$ cat config.mk
export PLATFORM = sky130hd
export DESIGN_NAME = scb_wb_bridge_flat
export DESIGN_NICKNAME = d
export VERILOG_FILES = /design/src/rtl/minx16_scb_pkg.sv /design/src/rtl/scb_wb_bridge_if.sv /design/src/rtl/scb_wb_bridge.sv /design/src/flat_wrapper.sv
export SDC_FILE = /design/constraint.sdc
export NUM_CORES = 1
export LEC_CHECK = 0
export BUFFER_PORTS_ARGS = -buffer_cell sky130_fd_sc_hd__buf_2
export CAP_MARGIN = 10
export CORE_UTILIZATION = 30
export DETAILED_ROUTE_END_ITERATION = 12
export HOLD_SLACK_MARGIN = 0.02
export MAX_ROUTING_LAYER = met4
export PLACE_DENSITY = 0.54
export REMOVE_ABC_BUFFERS = 1
export SYNTH_ARGS = -nofsm -noshare
export SYNTH_HDL_FRONTEND = slang
export SYNTH_SLANG_ARGS = --single-unit
$ cat constraint.sdc
create_clock -name clk_i -period 5.55 [get_ports clk_i]
set_input_delay 0.555 -clock clk_i [delete_from_list [all_inputs] [get_ports clk_i]]
set_output_delay 0.555 -clock clk_i [all_outputs]
set_load 0.1 [all_outputs]
$ cat src/rtl/minx16_scb_pkg.sv
// Shared types and constants for the Wishbone-to-SCB bridge.
package minx16_scb_pkg;

  localparam int unsigned SCB_A  = 11;
  localparam int unsigned SCB_D  = 16;
  localparam int unsigned SCB_B  = 2;
  localparam int unsigned WB_D   = 32;
  localparam int unsigned WB_S   = 4;
  localparam int unsigned WADR_W = SCB_A - 2;
  localparam int unsigned ST_W   = 3;

  localparam logic [WB_D-1:0] DEF_BASE_ADDR = 32'h3000_0000;
  localparam logic [WB_D-1:0] DEF_BASE_MASK = 32'hFFFF_F800;
  localparam logic [WB_D-1:0] TIMEOUT_DATA  = 32'hDEAD_DEAD;

  typedef logic [ST_W-1:0] state_t;

  localparam state_t ST_IDLE   = 3'd0;
  localparam state_t ST_LO     = 3'd1;
  localparam state_t ST_LO_CAP = 3'd2;
  localparam state_t ST_HI     = 3'd3;
  localparam state_t ST_HI_CAP = 3'd4;
  localparam state_t ST_ACK    = 3'd5;

  // Latched Wishbone request: word address within the window, lanes, data, direction.
  typedef struct packed {
    logic [WADR_W-1:0] wadr;
    logic [WB_S-1:0]   sel;
    logic [WB_D-1:0]   dat;
    logic              we;
  } wb_req_t;

  // Expand a 2-bit byte-lane select into a 16-bit data mask.
  function automatic logic [SCB_D-1:0] lane_mask(input logic [SCB_B-1:0] sel);
    return {{8{sel[1]}}, {8{sel[0]}}};
  endfunction

endpackage

$ cat src/rtl/scb_wb_bridge_if.sv
// Wishbone slave + SCB master signal bundle for scb_wb_bridge.
interface scb_wb_bridge_if;
  import minx16_scb_pkg::*;

  logic              wbs_cyc_i;
  logic              wbs_stb_i;
  logic              wbs_we_i;
  logic [WB_S-1:0]   wbs_sel_i;
  logic [WB_D-1:0]   wbs_adr_i;
  logic [WB_D-1:0]   wbs_dat_i;
  logic              wbs_ack_o;
  logic [WB_D-1:0]   wbs_dat_o;
  logic [SCB_A-1:0]  scb_Addr_o;
  logic [SCB_D-1:0]  scb_Data_o;
  logic [SCB_D-1:0]  scb_Data_i;
  logic [SCB_B-1:0]  scb_stb_o;
  logic              scb_ce_o;
  logic              scb_rd_o;
  logic              scb_wr_o;
  logic              scb_rdy_i;

  // Bridge view.
  modport slave (
    input  wbs_cyc_i, wbs_stb_i, wbs_we_i, wbs_sel_i, wbs_adr_i, wbs_dat_i,
    input  scb_Data_i, scb_rdy_i,
    output wbs_ack_o, wbs_dat_o,
    output scb_Addr_o, scb_Data_o, scb_stb_o, scb_ce_o, scb_rd_o, scb_wr_o
  );

  // Host bus + scratchpad view.
  modport master (
    output wbs_cyc_i, wbs_stb_i, wbs_we_i, wbs_sel_i, wbs_adr_i, wbs_dat_i,
    output scb_Data_i, scb_rdy_i,
    input  wbs_ack_o, wbs_dat_o,
    input  scb_Addr_o, scb_Data_o, scb_stb_o, scb_ce_o, scb_rd_o, scb_wr_o
  );

endinterface

$ cat src/rtl/scb_wb_bridge.sv
// Wishbone (32-bit) slave that splits each access into low/high 16-bit SCB accesses.
// Optional stall timeout: define SCB_BRIDGE_TIMEOUT_EN.
module scb_wb_bridge
  import minx16_scb_pkg::*;
#(
  parameter logic [31:0] BASE_ADDR = DEF_BASE_ADDR,
  parameter logic [31:0] BASE_MASK = DEF_BASE_MASK,
  parameter int unsigned TIMEOUT   = 16
) (
  input  logic           clk_i,
  input  logic           rst_i,
  scb_wb_bridge_if.slave bus
);

  state_t           state, state_n;
  wb_req_t          req, req_n;
  logic [WB_D-1:0]  rbuf, rbuf_n;
  logic             aborted, aborted_n;

  logic             ack_q, ack_n;
  logic [WB_D-1:0]  dat_q, dat_n;
  logic [SCB_A-1:0] addr_q, addr_n;
  logic [SCB_D-1:0] data_q, data_n;
  logic [SCB_B-1:0] stb_q, stb_n;
  logic             ce_q, ce_n;
  logic             rd_q, rd_n;
  logic             wr_q, wr_n;

  logic             hit_c;
  logic             acc_c;
  logic             half_c;
  logic             expire_c;

  assign hit_c = bus.wbs_cyc_i & bus.wbs_stb_i &
                 ((bus.wbs_adr_i & BASE_MASK) == BASE_ADDR);

`ifdef SCB_BRIDGE_TIMEOUT_EN
  localparam int unsigned CNT_W = $clog2(TIMEOUT + 1);

  logic [CNT_W-1:0] stall_cnt;
  logic             stall_c;

  assign stall_c  = ((state == ST_LO) || (state == ST_HI)) && !bus.scb_rdy_i;
  assign expire_c = stall_c && (stall_cnt == CNT_W'(TIMEOUT - 1));

  // Consecutive stall cycles in the current access state; restarts on any state change.
  always_ff @(posedge clk_i or negedge rst_i) begin
    if (!rst_i) begin
      stall_cnt <= '0;
    end else if (state_n != state) begin
      stall_cnt <= '0;
    end else if (stall_c) begin
      stall_cnt <= stall_cnt + CNT_W'(1);
    end
  end
`else
  logic unused_timeout;

  assign expire_c       = 1'b0;
  assign unused_timeout = (TIMEOUT == 32'd0);
`endif

  // Next state, request latch, read buffer and next values of the registered outputs.
  always_comb begin
    state_n   = state;
    req_n     = req;
    rbuf_n    = rbuf;
    aborted_n = aborted;
    acc_c     = 1'b0;
    half_c    = 1'b0;

    case (state)
      ST_IDLE: begin
        if (hit_c) begin
          req_n.wadr = bus.wbs_adr_i[SCB_A-1:2];
          req_n.sel  = bus.wbs_sel_i;
          req_n.dat  = bus.wbs_dat_i;
          req_n.we   = bus.wbs_we_i;
          rbuf_n     = '0;
          aborted_n  = 1'b0;
          if (|bus.wbs_sel_i[1:0]) begin
            state_n = ST_LO;
          end else if (|bus.wbs_sel_i[3:2]) begin
            state_n = ST_HI;
          end else begin
            state_n = ST_ACK;
          end
        end
      end
      ST_LO: begin
        if (bus.scb_rdy_i) begin
          if (req.we) begin
            state_n = (|req.sel[3:2]) ? ST_HI : ST_ACK;
          end else begin
            state_n = ST_LO_CAP;
          end
        end else if (expire_c) begin
          state_n = ST_ACK;
          rbuf_n  = TIMEOUT_DATA;
        end
      end
      ST_HI: begin
        if (bus.scb_rdy_i) begin
          state_n = req.we ? ST_ACK : ST_HI_CAP;
        end else if (expire_c) begin
          state_n = ST_ACK;
          rbuf_n  = TIMEOUT_DATA;
        end
      end
      ST_LO_CAP: begin
        rbuf_n[15:0] = bus.scb_Data_i & lane_mask(req.sel[1:0]);
        state_n      = (|req.sel[3:2]) ? ST_HI : ST_ACK;
      end
      ST_HI_CAP: begin
        rbuf_n[31:16] = bus.scb_Data_i & lane_mask(req.sel[3:2]);
        state_n       = ST_ACK;
      end
      ST_ACK: begin
        state_n = ST_IDLE;
      end
      default: begin
        state_n = ST_IDLE;
      end
    endcase

    // Host gave up mid-transaction: finish SCB work, but never acknowledge.
    if ((state != ST_IDLE) && !bus.wbs_cyc_i) begin
      aborted_n = 1'b1;
    end

    acc_c  = (state_n == ST_LO) || (state_n == ST_HI);
    half_c = (state_n == ST_HI);

    ce_n   = acc_c;
    rd_n   = acc_c & ~req_n.we;
    wr_n   = acc_c & req_n.we;
    stb_n  = acc_c ? (half_c ? req_n.sel[3:2] : req_n.sel[1:0]) : '0;
    addr_n = acc_c ? {req_n.wadr, half_c, 1'b0} : addr_q;
    data_n = acc_c ? (half_c ? req_n.dat[31:16] : req_n.dat[15:0]) : data_q;
    ack_n  = (state_n == ST_ACK) & bus.wbs_cyc_i & ~aborted_n;
    dat_n  = (state_n == ST_ACK) ? rbuf_n : dat_q;
  end

  // State, request and registered bus outputs.
  always_ff @(posedge clk_i or negedge rst_i) begin
    if (!rst_i) begin
      state   <= ST_IDLE;
      req     <= '0;
      rbuf    <= '0;
      aborted <= 1'b0;
      ack_q   <= 1'b0;
      dat_q   <= '0;
      addr_q  <= '0;
      data_q  <= '0;
      stb_q   <= '0;
      ce_q    <= 1'b0;
      rd_q    <= 1'b0;
      wr_q    <= 1'b0;
    end else begin
      state   <= state_n;
      req     <= req_n;
      rbuf    <= rbuf_n;
      aborted <= aborted_n;
      ack_q   <= ack_n;
      dat_q   <= dat_n;
      addr_q  <= addr_n;
      data_q  <= data_n;
      stb_q   <= stb_n;
      ce_q    <= ce_n;
      rd_q    <= rd_n;
      wr_q    <= wr_n;
    end
  end

  assign bus.wbs_ack_o  = ack_q;
  assign bus.wbs_dat_o  = dat_q;
  assign bus.scb_Addr_o = addr_q;
  assign bus.scb_Data_o = data_q;
  assign bus.scb_stb_o  = stb_q;
  assign bus.scb_ce_o   = ce_q;
  assign bus.scb_rd_o   = rd_q;
  assign bus.scb_wr_o   = wr_q;

endmodule

$ cat src/flat_wrapper.sv
// flat-port wrapper written by rule: the top's interface ports become plain ports
module scb_wb_bridge_flat import minx16_scb_pkg::*;
#(
  parameter logic [31:0] BASE_ADDR = DEF_BASE_ADDR,
  parameter logic [31:0] BASE_MASK = DEF_BASE_MASK,
  parameter int unsigned TIMEOUT   = 16
)
  (clk_i, rst_i, bus_wbs_cyc_i, bus_wbs_stb_i, bus_wbs_we_i, bus_wbs_sel_i, bus_wbs_adr_i, bus_wbs_dat_i, bus_scb_Data_i, bus_scb_rdy_i, bus_wbs_ack_o, bus_wbs_dat_o, bus_scb_Addr_o, bus_scb_Data_o, bus_scb_stb_o, bus_scb_ce_o, bus_scb_rd_o, bus_scb_wr_o);
  scb_wb_bridge_if bus_i ();
  input  logic clk_i;
  input  logic rst_i;
  input wire logic [$bits(bus_i.wbs_cyc_i)-1:0] bus_wbs_cyc_i;
  input wire logic [$bits(bus_i.wbs_stb_i)-1:0] bus_wbs_stb_i;
  input wire logic [$bits(bus_i.wbs_we_i)-1:0] bus_wbs_we_i;
  input wire logic [$bits(bus_i.wbs_sel_i)-1:0] bus_wbs_sel_i;
  input wire logic [$bits(bus_i.wbs_adr_i)-1:0] bus_wbs_adr_i;
  input wire logic [$bits(bus_i.wbs_dat_i)-1:0] bus_wbs_dat_i;
  input wire logic [$bits(bus_i.scb_Data_i)-1:0] bus_scb_Data_i;
  input wire logic [$bits(bus_i.scb_rdy_i)-1:0] bus_scb_rdy_i;
  output wire logic [$bits(bus_i.wbs_ack_o)-1:0] bus_wbs_ack_o;
  output wire logic [$bits(bus_i.wbs_dat_o)-1:0] bus_wbs_dat_o;
  output wire logic [$bits(bus_i.scb_Addr_o)-1:0] bus_scb_Addr_o;
  output wire logic [$bits(bus_i.scb_Data_o)-1:0] bus_scb_Data_o;
  output wire logic [$bits(bus_i.scb_stb_o)-1:0] bus_scb_stb_o;
  output wire logic [$bits(bus_i.scb_ce_o)-1:0] bus_scb_ce_o;
  output wire logic [$bits(bus_i.scb_rd_o)-1:0] bus_scb_rd_o;
  output wire logic [$bits(bus_i.scb_wr_o)-1:0] bus_scb_wr_o;
  assign bus_i.wbs_cyc_i = bus_wbs_cyc_i;
  assign bus_i.wbs_stb_i = bus_wbs_stb_i;
  assign bus_i.wbs_we_i = bus_wbs_we_i;
  assign bus_i.wbs_sel_i = bus_wbs_sel_i;
  assign bus_i.wbs_adr_i = bus_wbs_adr_i;
  assign bus_i.wbs_dat_i = bus_wbs_dat_i;
  assign bus_i.scb_Data_i = bus_scb_Data_i;
  assign bus_i.scb_rdy_i = bus_scb_rdy_i;
  assign bus_wbs_ack_o = bus_i.wbs_ack_o;
  assign bus_wbs_dat_o = bus_i.wbs_dat_o;
  assign bus_scb_Addr_o = bus_i.scb_Addr_o;
  assign bus_scb_Data_o = bus_i.scb_Data_o;
  assign bus_scb_stb_o = bus_i.scb_stb_o;
  assign bus_scb_ce_o = bus_i.scb_ce_o;
  assign bus_scb_rd_o = bus_i.scb_rd_o;
  assign bus_scb_wr_o = bus_i.scb_wr_o;
  scb_wb_bridge #(.BASE_ADDR(BASE_ADDR), .BASE_MASK(BASE_MASK), .TIMEOUT(TIMEOUT)) u_core (.clk_i(clk_i), .rst_i(rst_i), .bus(bus_i));
endmodule
# Word-level counts from Yosys, hierarchy flattened
# Index checks and enable logic that the tools add are counted.
[word_totals]
out_inout_bits = 65
regBits = 146
inputBits = 90
[op_classes]
eq_ne = 8
bitwise = 10
reduce_logical = 8
mux = 20
[op_table]
columns = ["operator", "count"]
rows = [
  ["46-bit 2-to-1 mux", 2],
  ["16-bit case mux with 2 select lines", 2],
  ["16-bit AND", 2],
  ["32-bit 2-to-1 mux", 1],
  ["21-bit by 19-bit == test with 1-bit output (second input constant)", 1],
  ["3-bit 2-to-1 mux", 7],
  ["16-bit 2-to-1 mux", 1],
  ["3-bit case mux with 5 select lines", 1],
  ["3-bit by 2-bit == test with 1-bit output (second input constant)", 3],
  ["1-bit AND", 6],
  ["3-bit by 1-bit == test with 1-bit output (second input constant)", 2],
  ["3-bit == test (second input constant)", 2],
  ["2-bit OR reduction", 3],
  ["1-bit 2-to-1 mux", 4],
  ["2-bit 2-to-1 mux", 2],
  ["3-bit logical NOT", 1],
  ["3-bit nonzero test", 1],
  ["1-bit NOT", 2],
  ["1-bit logical AND", 1],
  ["1-bit logical NOT", 1],
  ["1-bit logical OR", 1],
]

# Longest topological paths before layout
# Gate-level depths: netlist of run 1.
[logic_depth]
ltp_word = 8
depth_mapped = 8

# Worst setup path before layout of run 1
# OpenSTA, ideal clock, no wires.
[synth_timing]
kind = "input to register"
startpoint = "input bus_wbs_adr_i[19]"
endpoint = "register u_core.addr_q[9], in the netlist u_core.bus.scb_Addr_o[9]"
path_buffers = 2
setup_time_ns = 0.128
arrival_time_ns = 2.231
slack_ns = 3.191
stages = 7
cell_sequence = "nor4_2 -> nand4_2 -> nor3_4 -> buf_6 -> buf_4 -> mux2_1 -> mux2_1"
[synth_lines]
columns = ["element", "line", "rtl"]
rows = [
  ["start: declaration", "flat_wrapper.sv:16", "input wire logic [$bits(bus_i.wbs_adr_i)-1:0] bus_wbs_adr_i;"],
  ["end signal: assignment", "scb_wb_bridge.sv:166", "addr_q <= addr_n;"],
  ["end: declaration", "scb_wb_bridge.sv:22", "logic [SCB_A-1:0] addr_q, addr_n;"],
]

# Worst setup path after layout of run 1
[layout_timing]
startpoint = "register u_core.state[1]"
endpoint = "register u_core.data_q[3], in the netlist u_core.bus.scb_Data_o[3]"
[layout_between]
elab_chain_cells = 4
elab_cells_between_ends = 14
classes_between = "eq/ne: 6; mux: 6; reduce/logical: 2"
[layout_rtl]
columns = ["element", "line", "rtl"]
rows = [
  ["start: declaration", "scb_wb_bridge.sv:15", "state_t state, state_n;"],
  ["start signal: assignment", "scb_wb_bridge.sv:160", "state <= state_n;"],
  ["3-bit == test, or another cell as far along", "scb_wb_bridge.sv:72", "case (state)"],
  ["3-bit case mux with 5 select lines", "scb_wb_bridge.sv:72", ""],
  ["3-bit by 2-bit == test with 1-bit output / 3-bit by 1-bit == test with 1-bit output (equally long branches)", "scb_wb_bridge.sv:131, scb_wb_bridge.sv:132", ""],
  ["16-bit 2-to-1 mux / 1-bit logical OR (equally long branches)", "scb_wb_bridge.sv:139, scb_wb_bridge.sv:131", ""],
  ["end signal: assignment", "scb_wb_bridge.sv:167", "data_q <= data_n;"],
  ["end: declaration", "scb_wb_bridge.sv:23", "logic [SCB_D-1:0] data_q, data_n;"],
]
# Several ways; a longest one is shown, not always the timed one.
# A chain may end at the register's enable or synchronous reset.

==> flow_summary.json, run 1 <==
{
  "die_x_um": 142.5,
  "cp_slowest_cell": "buf_4",
  "worstPathCellList": "or3_1 -> nor3_4 -> buf_4 -> a21oi_4 -> mux2i_1 -> mux2i_1",
  "cp_data_arrival_time_ns": 2.95,
  "dp_hpwl_um": 8815,
  "synthArstFlopShare": 1.000,
  "numCtsBuffers": 17,
  "maxSlewViolCount": 0,
  "cts.repair.resized": 0,
  "fp.coreArea_um2": 19400,
  "dr.pass1.iters": 4,
  "synth_cells": 399,
  "required_ns": 5.82,
  "layout_min_cycle_time_ns": 2.677,
  "drive_gt1_frac": 0.4583,
  "ioPinCount": 155,
  "worstSetupStartpointType": "flop",
  "synth_area_um2": 5924,
  "ys_seq_area_frac": 0.6167,
  "route.vias.total": 3741,
  "power.density_nw_per_um2": 301.8,
  "postCtsHoldBufs": 0,
  "antenna_found_initial": 2,
  "end_kind": "flop",
  "synth_warnings": 0,
  "path_clk_slew_ns": 0.06,
  "worst_pin_slew_ns": 0.9952,
  "timing_worst_setup_path_type": "reg2reg",
  "placementRows": 51,
  "grt_pass1_vias": 4111,
  "cap_viol_max_count": 0,
  "status": "finished clean",
  "vias_per_cell": 4.507,
  "cts_setup_buffers": 0,
  "setup_violations": 0,
  "wl_per_cell_um": 16.02,
  "intPower_uw": 1757,
  "grt_util_all_layers": 0.1447,
  "final_cell_mix": "buf_2 (150), dfrtp_1 (146), mux2_2 (45)",
  "crit_fanout": 49,
  "final_nets": 640,
  "start_util": 0.3054,
  "clk_path_buf_depth": 2,
  "cts_tree": "yes",
  "layout_commonest_cell": "buf_2",
  "area_growth_pct": 26.38,
  "fillers": 1906,
  "slew_headroom": 0.3350,
  "gp_congestion": 0.7365,
  "synth_edf_count": 0,
  "die_h_um": 142.5,
  "grt_max_degree": 91,
  "ys_seq_elements": 146,
  "portBuffers": 151,
  "yosysUniqueCellTypes": 40,
  "avgSynthCellArea_um2": 14.85,
  "grt_pass1_wl_um": 21510,
  "gr-total-overflow": 0,
  "timing.final.ws_setup_ns": 2.873,
  "first_iter_violations": 140,
  "drc": 0,
  "drt-total-wl_um": 13300,
  "p_clk_frac": 0.502,
  "dieArea_um2": 20310,
  "leakagePower_uw": 0.004012,
  "htreeDepth": 4,
  "pre_cts_ws_ns": 2.505,
  "ir_drop_mv": 0.1826,
  "cp_common_cell": "mux2i_1",
  "hold_path_class": "in2async",
  "fin_skew_ns": 0.009301,
  "p_seq_frac": 0.471,
  "synth-main-ff-cell": "dfrtp_1",
  "power_switching_uw": 502.8,
  "clock.fmax_ghz": 0.3735,
  "drtAntennaViolNets": 0,
  "cts.sinks": 146,
  "grt_setup_unrepaired": "no",
  "swShare": 0.2225,
  "clk_latency_ns": 0.42,
  "pwr-share-comb": 0.027,
  "period_share": 0.4824,
  "crit_path_max_incr_delay_ns": 0.61,
  "finalHoldViolations": 0,
  "fin_setup_tns_ns": 0,
  "clockRootBuffer": "clkbuf_16"
}
area by class of cell:
| cell class | instances | area, µm² | area share |
|---|---|---|---|
| diodes | 2 | 5.005 | 0.0006684 |
| multi-input cells | 211 | 2049 | 0.2737 |
| clock inverters | 14 | 155.1 | 0.02072 |
| flip-flops and latches | 146 | 3654 | 0.4880 |
| inverters | 19 | 71.32 | 0.009525 |
| clock buffers | 18 | 429.2 | 0.05732 |
| well taps | 265 | 331.6 | 0.04428 |
| repair buffers | 155 | 792.0 | 0.1058 |
final timing paths:
kind	start	endpoint	slack, ns	depth (start not counted)
max in group asynchronous	rst_i	u_core.req[16]$_DFF_PN0_	4.08	2
worst max-delay path	u_core.state[1]$_DFF_PN0_	u_core.bus.scb_Data_o[3]$_DFFE_PN0P_	2.87	6
worst max register to register	u_core.state[1]$_DFF_PN0_	u_core.bus.scb_Data_o[3]$_DFFE_PN0P_	2.87	6
min in group clk_i	bus_wbs_cyc_i	u_core.aborted$_DFF_PN0_	0.36	2
worst min register to register	u_core.req[38]$_DFF_PN0_	u_core.req[38]$_DFF_PN0_	0.48	1
worst min-delay path	rst_i	u_core.bus.wbs_dat_o[14]$_DFFE_PN0N_	0.22	1
synthesized netlist by cell type (3+ instances only):
master,count,area [µm²]
dfrtp_1,146,3654
mux2_2,45,506.7
mux2i_1,34,340.3
a22o_1,32,280.3
mux2_1,26,292.8
inv_1,19,71.32
mux2_4,15,225.2
nor2_1,10,37.54
buf_4,7,52.55
and3_1,6,37.54
a21oi_1,5,25.02
buf_2,5,25.02
buf_6,5,56.30
clkbuf_1,5,18.77
nor2b_1,4,25.02
nand2_1,3,11.26
nor3_1,3,15.01
o21ai_0,3,15.01
logic make-up after synthesis:
logic type,synth area share
flip-flops,0.6167
other,0.0006330
AO/OA/AOI/OAI,0.06441
buffers and inverters,0.04034
multiplexers,0.2304
AND/OR/NAND/NOR,0.04752
flip-flops by register name, summed over array words and instances, names as in the netlist, 2 cells and up:
| name | flops |
|---|---|
| u_core.bus.scb_Addr_o | 10 |
| u_core.bus.wbs_dat_o | 32 |
| u_core.state | 3 |
| u_core.rbuf | 32 |
| u_core.req | 46 |
| u_core.bus.scb_stb_o | 2 |
| u_core.bus.scb_Data_o | 16 |
power groups by stage:
stage	Clock [µW]	Combinational, µW	Sequential [µW]
floorplan	0	6.52	1080
global placement	0	61.2	1080
detailed placement	0	63.2	1080
CTS	1170	63.2	1060
global route	1220	69.6	1060
finish	1130	61.1	1060
layer usage:
layer / vias to the layer above / global-route usage / wire length [µm]
met3: 14 / 0.04946 / 963
met5: - / - / 0
met1: 1870 / 0.1734 / 5952
li1: 1723 / - / -
met4: 0 / 0.05263 / 195
met2: 134 / 0.2255 / 6184
stage by stage:
step / std cells / instance area, µm² / hold WS [ns] / utilization / total power [µW]
floorplan: 376 / 5757 / 0.2594 / - / 1091
global placement: 796 / 6898 / 0.4600 / 0.3556 / 1145
detailed placement: 796 / 6898 / 0.4698 / 0.3556 / 1147
CTS: 828 / 7482 / 0.2311 / 0.3857 / 2297
global route: 830 / 7487 / 0.2741 / 0.3860 / 2350
finish: 830 / 7487 / 0.2160 / 0.3860 / 2259
critical path: cells and delay by family (launching register included):
kind | cells | cell delay [ns]
simple gates | 2 | 0.62
flops | 1 | 0.51
mux | 2 | 0.37
buf+inv | 1 | 0.61
compound gates | 1 | 0.40
Power figures use the tool's default switching activity.
==> inputs of run 2 (changes only) <==
Clock period 5.55 ns to 2.6 ns, I/O delays scaled along.
==> run 2 against run 1 <==
  * Design area increased by 2.3%
  * Global-route usage increased by 0.058 points
  * Largest cell class unchanged
  * Sequential power increased by 110%
  * Register-to-register slack got worse by 2.6 ns
  * Die area unchanged
  * Non-clock buffer count increased by 11
==> flow_summary.json, run 2 (synthesized netlist as in run 1, its figures left out) <==
{
  "status": "finished clean",
  "min_to": "u_core.aborted$_DFF_PN0_",
  "p_clk_frac": 0.503,
  "place_area_um2": 7048,
  "drtAntennaViolNets": 0,
  "power.density_nw_per_um2": 632.7,
  "fin_skew_ns": 0.008184,
  "min_from": "bus_wbs_cyc_i",
  "r2r_start": "u_core.state[1]$_DFF_PN0_",
  "clock.fmax_ghz": 0.4374,
  "route.vias.total": 3774,
  "htreeDepth": 4,
  "first_iter_violations": 89,
  "grt_max_degree": 72,
  "final_core_utilization": 0.3950,
  "slew_headroom": 0.3479,
  "numCtsBuffers": 17,
  "gr-total-overflow": 0,
  "grt_pass1_wl_um": 21720,
  "placementRows": 51,
  "ioPinCount": 155,
  "die_h_um": 142.5,
  "top_register": "u_core.req",
  "cts.sinks": 146,
  "portBuffers": 151,
  "period_share": 0.8794,
  "pre_cts_ws_ns": 0.1655,
  "timing.final.ws_setup_ns": 0.3136,
  "leakagePower_uw": 0.004099,
  "path_clk_slew_ns": 0.06,
  "die_x_um": 142.5,
  "swShare": 0.2018,
  "start_util": 0.3054,
  "largest_register_ffs": 46,
  "timing_worst_setup_path_type": "reg2reg",
  "worst_pin_slew_ns": 0.9760,
  "final_nets": 651,
  "cp_data_arrival_time_ns": 2.58,
  "drt-total-wl_um": 13440,
  "drc": 0,
  "cts_tree": "yes",
  "vias_per_cell": 4.493,
  "area_growth_pct": 29.33,
  "design_area_um2": 7662,
  "ir_drop_mv": 0.4358,
  "antenna_found_initial": 1,
  "pwr-share-comb": 0.028,
  "clk_latency_ns": 0.41,
  "setup_violations": 0,
  "power_switching_uw": 978.2,
  "crit_fanout": 6,
  "stdcell_count": 840,
  "required_ns": 2.90,
  "wl_per_cell_um": 16.00,
  "clockRootBuffer": "clkbuf_16",
  "worstPathCellList": "or3_1 -> nor3_4 -> buf_4 -> mux2_1 -> mux2_2",
  "p_seq_frac": 0.469,
  "cap_viol_max_count": 0,
  "dp.cells": 806,
  "dr.pass1.iters": 4,
  "worstSetupStartpointType": "flop",
  "maxSlewViolCount": 0,
  "drive_gt1_frac": 0.4652,
  "crit_path_max_incr_delay_ns": 0.48,
  "hold_path_class": "in2reg",
  "fp.coreArea_um2": 19400,
  "holdPathStages": 2,
  "rrSetupSlack_ns": 0.31,
  "final_cell_mix": "buf_2 (150), dfrtp_1 (146), mux2_2 (45)",
  "clk_path_buf_depth": 2,
  "layout_min_cycle_time_ns": 2.286,
  "dieArea_um2": 20310,
  "reg2regPathDepth": 5,
  "finalHoldViolations": 0,
  "end_kind": "flop",
  "cp_slowest_cell": "nor3_4",
  "cts.repair.resized": 0,
  "layout_commonest_cell": "buf_2",
  "fin_setup_tns_ns": 0,
  "r2r-end": "u_core.bus.scb_Addr_o[7]$_DFFE_PN0P_",
  "grt_pass1_vias": 4184,
  "cts_setup_buffers": 0,
  "gp_congestion": 0.7842,
  "grt_util_all_layers": 0.1453,
  "grt_setup_unrepaired": "no",
  "postCtsHoldBufs": 1,
  "dp_hpwl_um": 9330,
  "intPower_uw": 3870
}
## run 2: cell types whose count changed in the layout (fill, tap and decap cells not counted)
cell and delta:
clkinv_4 -3, buf_4 +4, clkbuf_1 +1, diode_2 -1
clkinv_2 +1, inv_6 -3, buf_12 +6, clkinvlp_4 -1
clkbuf_8 +5, dlygate4sd3_1 +1
## run 2: per-stage QoR
| step | power, µW | hold WS, ns |
|---|---|---|
| final | 4848 | 0.07480 |
| after global routing | 5043 | 0.07131 |
| after CTS | 4931 | 0.05918 |
| after detailed placement | 2455 | 0.3320 |
| after global placement | 2450 | 0.3125 |
| after floorplan | 2329 | -0.03559 |
## run 2: cell type report
| type | count | area (µm²) |
|---|---|---|
| fill | 1928 | 11740 |
| sequential | 146 | 3654 |
| multi-input combinational | 211 | 2049 |
| timing repair buffer | 166 | 952.2 |
| clock buffer | 24 | 501.7 |
| tap | 265 | 331.6 |
| clock inverter | 8 | 100.1 |
| inverter | 19 | 71.32 |
| antenna | 1 | 2.502 |
## run 2: worst max-delay path by stage
stage                                          from                              endpoint  slack, ns
final                     u_core.state[1]$_DFF_PN0_  u_core.bus.scb_Addr_o[7]$_DFFE_PN0P_       0.31
after global routing      u_core.state[1]$_DFF_PN0_  u_core.bus.wbs_dat_o[26]$_DFFE_PN0N_       0.15
after CTS                 u_core.state[1]$_DFF_PN0_  u_core.bus.scb_Addr_o[7]$_DFFE_PN0P_       0.27
after detailed placement          bus_wbs_adr_i[19]  u_core.bus.scb_Data_o[1]$_DFFE_PN0P_       0.17
after global placement            bus_wbs_adr_i[11]  u_core.bus.scb_Addr_o[2]$_DFFE_PN0P_       0.19
after floorplan           u_core.state[1]$_DFF_PN0_  u_core.bus.scb_Data_o[0]$_DFFE_PN0P_      -1.17
## run 2: power groups by stage
| stage | combinational (µW) | clock, µW | sequential [µW] |
|---|---|---|---|
| floorplan | 13.9 | 0 | 2320 |
| global placement | 136 | 0 | 2310 |
| finish | 138 | 2440 | 2270 |
| detailed placement | 141 | 0 | 2310 |
| global route | 156 | 2620 | 2270 |
| CTS | 143 | 2520 | 2270 |
## run 2: routing by layer
metal  wire length (µm)  vias to the layer above  track usage
met2               6115                      130       0.2247
met1               6038                     1884       0.1733
li1                   -                     1745            -
met3               1102                       15      0.05552
met4                185                        0      0.04867
met5                  0                        -            -
## run 2: worst max-delay path: cells and delay by family (launching register included)
kind	cells	cell delay, ns
and+or+nand+nor	2	0.92
DFF	1	0.37
buffers and inverters	1	0.26
muxes	2	0.61
==> inputs of run 3 (changes only) <==
Settings changed: CORE_UTILIZATION 30 to 25, PLACE_DENSITY 0.54 to 0.48.
==> run 3 against run 2 <==
  * Combinational power is essentially flat
  * Worst setup slack worse by 0.0034 ns
  * Sequential cell count is the same
  * Maximum frequency shrank 0.15%
  * Via count rose by 0.45%
  * Final cell count up 5.1%
  * Clock power shrank 4%
  * Critical path depth unchanged
  * Utilization down 6.3 points
  * Sequential share of layout area is 0.27 points higher
  * Register-to-register slack hardly changed
  * Critical path type unchanged
  * Critical endpoint is now u_core.bus.scb_Addr_o[9]$_DFFE_PN0P_
  * Largest cell class unchanged
  * Largest power group unchanged
==> flow_summary.json, run 3 (synthesized netlist as in run 1, its figures left out) <==
{
  "status": "finished clean",
  "final_cell_mix": "buf_2 (150), dfrtp_1 (146), mux2_2 (45)",
  "r2r-end": "u_core.bus.scb_Addr_o[9]$_DFFE_PN0P_",
  "rrSetupSlack_ns": 0.31,
  "worstPathCellList": "or3_1 -> nor3_4 -> buf_12 -> mux2_1 -> mux2_1",
  "required_ns": 2.90,
  "wl_per_cell_um": 16.38,
  "top_register": "u_core.req",
  "place_area_um2": 7043,
  "finalHoldViolations": 0,
  "ir_drop_mv": 0.3748,
  "portBuffers": 151,
  "clockRootBuffer": "clkbuf_16",
  "grt_max_degree": 61,
  "cp_common_cell": "mux2_1",
  "stdcell_count": 883,
  "layout_commonest_cell": "buf_2",
  "cp_data_arrival_time_ns": 2.59,
  "ioPinCount": 155,
  "cts.sinks": 146,
  "worst_pin_slew_ns": 0.9439,
  "worstSetupStartpointType": "flop",
  "period_share": 0.8807,
  "cp_slowest_cell": "dfrtp_1",
  "clock.fmax_ghz": 0.4367,
  "crit_path_max_incr_delay_ns": 0.50,
  "area_growth_pct": 28.60,
  "dr.pass1.iters": 4,
  "hold_path_class": "in2reg",
  "antenna_found_initial": 3,
  "clk_path_buf_depth": 2,
  "largest_register_ffs": 46,
  "final_core_utilization": 0.3325,
  "pre_cts_ws_ns": 0.2925,
  "fp.coreArea_um2": 22920,
  "grt_setup_unrepaired": "no",
  "leakagePower_uw": 0.004038,
  "maxSlewViolCount": 0,
  "end_kind": "flop",
  "grt_pass1_wl_um": 23190,
  "cts_tree": "yes",
  "start_util": 0.2585,
  "design_area_um2": 7619,
  "gr-total-overflow": 0,
  "r2r_start": "u_core.state[1]$_DFF_PN0_",
  "min_from": "bus_wbs_cyc_i",
  "die_x_um": 155.9,
  "numCtsBuffers": 17,
  "slew_headroom": 0.3707,
  "reg2regPathDepth": 5,
  "dp.cells": 847,
  "crit_family": "simple AND/OR/NAND/NOR gates",
  "vias_per_cell": 4.293,
  "clk_latency_ns": 0.42,
  "dp_hpwl_um": 9798,
  "grt_util_all_layers": 0.1300,
  "die_h_um": 155.9,
  "holdPathStages": 2,
  "fin_setup_tns_ns": 0,
  "fillers": 2263,
  "fin_skew_ns": 0.009986,
  "cap_viol_max_count": 0,
  "setup_violations": 0,
  "placementRows": 55,
  "route.vias.total": 3791,
  "layout_min_cycle_time_ns": 2.290,
  "drc": 0,
  "min_to": "u_core.aborted$_DFF_PN0_",
  "final_nets": 644,
  "grt_pass1_vias": 4249,
  "drtAntennaViolNets": 0,
  "timing_worst_setup_path_type": "reg2reg",
  "path_clk_slew_ns": 0.07,
  "drive_gt1_frac": 0.4621,
  "dieArea_um2": 24320,
  "gp_congestion": 0.7413,
  "htreeDepth": 4,
  "first_iter_violations": 156,
  "drt-total-wl_um": 14460,
  "timing.final.ws_setup_ns": 0.3103,
  "power.density_nw_per_um2": 623.5,
  "cts.repair.resized": 0,
  "crit_fanout": 38,
  "cp_num_buf_inv": 1
}
run 3: changes by cell type in the layout (fill, tap and decap cells not counted), sizes merged:
cell,previous run,this run
buf,165,158
clkbuf,24,18
bufinv,2,0
inv,19,28
clkinvlp,1,3
diode,1,3
clkinv,5,2
run 3: stage by stage:
stage / total power (µW) / hold WS [ns]
global route: 4957 / 0.06086
finish: 4750 / 0.06870
CTS: 4839 / 0.05069
detailed placement: 2455 / 0.2725
floorplan: 2329 / -0.03559
global placement: 2449 / 0.2531
run 3: power breakdown:
group	total (µW)	internal, µW	switching (µW)
combinational	137	56.3	80.5
clock	2340	1280	1060
sequential	2270	2270	0.213
run 3: how the worst max path moves through the flow:
stage                         startpoint                                    to  slack, ns  depth (start not counted)
6_report       u_core.state[1]$_DFF_PN0_  u_core.bus.scb_Addr_o[9]$_DFFE_PN0P_       0.31                          5
5_1_grt        u_core.state[1]$_DFF_PN0_   u_core.bus.wbs_dat_o[1]$_DFFE_PN0N_       0.17                          7
4_1_cts        u_core.state[1]$_DFF_PN0_  u_core.bus.scb_Addr_o[9]$_DFFE_PN0P_       0.28                          5
3_5_place_dp           bus_wbs_adr_i[19]  u_core.bus.scb_Addr_o[9]$_DFFE_PN0P_       0.29                          7
3_3_place_gp           bus_wbs_adr_i[19]  u_core.bus.scb_Addr_o[9]$_DFFE_PN0P_       0.34                          7
2_1_floorplan  u_core.state[1]$_DFF_PN0_  u_core.bus.scb_Data_o[0]$_DFFE_PN0P_      -1.17                          5
run 3: layer usage:
metal	up-vias	share of wire	global-route usage
met4	0	0.0092	0.03922
met3	12	0.063	0.04333
met2	113	0.50	0.2181
met1	1936	0.43	0.1463
met5	-	0	-
li1	1730	-	-
run 3: what timing repair did:
| item | CTS | global route |
|---|---|---|
| hold endpoints to repair | 56 | 0 |
| setup endpoints to repair | 0 | 0 |
| buffers inserted | 0 | 0 |
| hold buffers | 1 | 0 |
run 3: cell type report:
cell class                 instances  area, µm²  area share
antenna                            3      7.507   0.0009854
clock buffer                      18      439.2     0.05764
clock inverter                    14      118.9     0.01560
inverter                          19      71.32    0.009361
multi-input combinational        211       2049      0.2690
sequential                       146       3654      0.4796
tap                              313      391.6     0.05140
timing repair buffer             159      887.1      0.1164
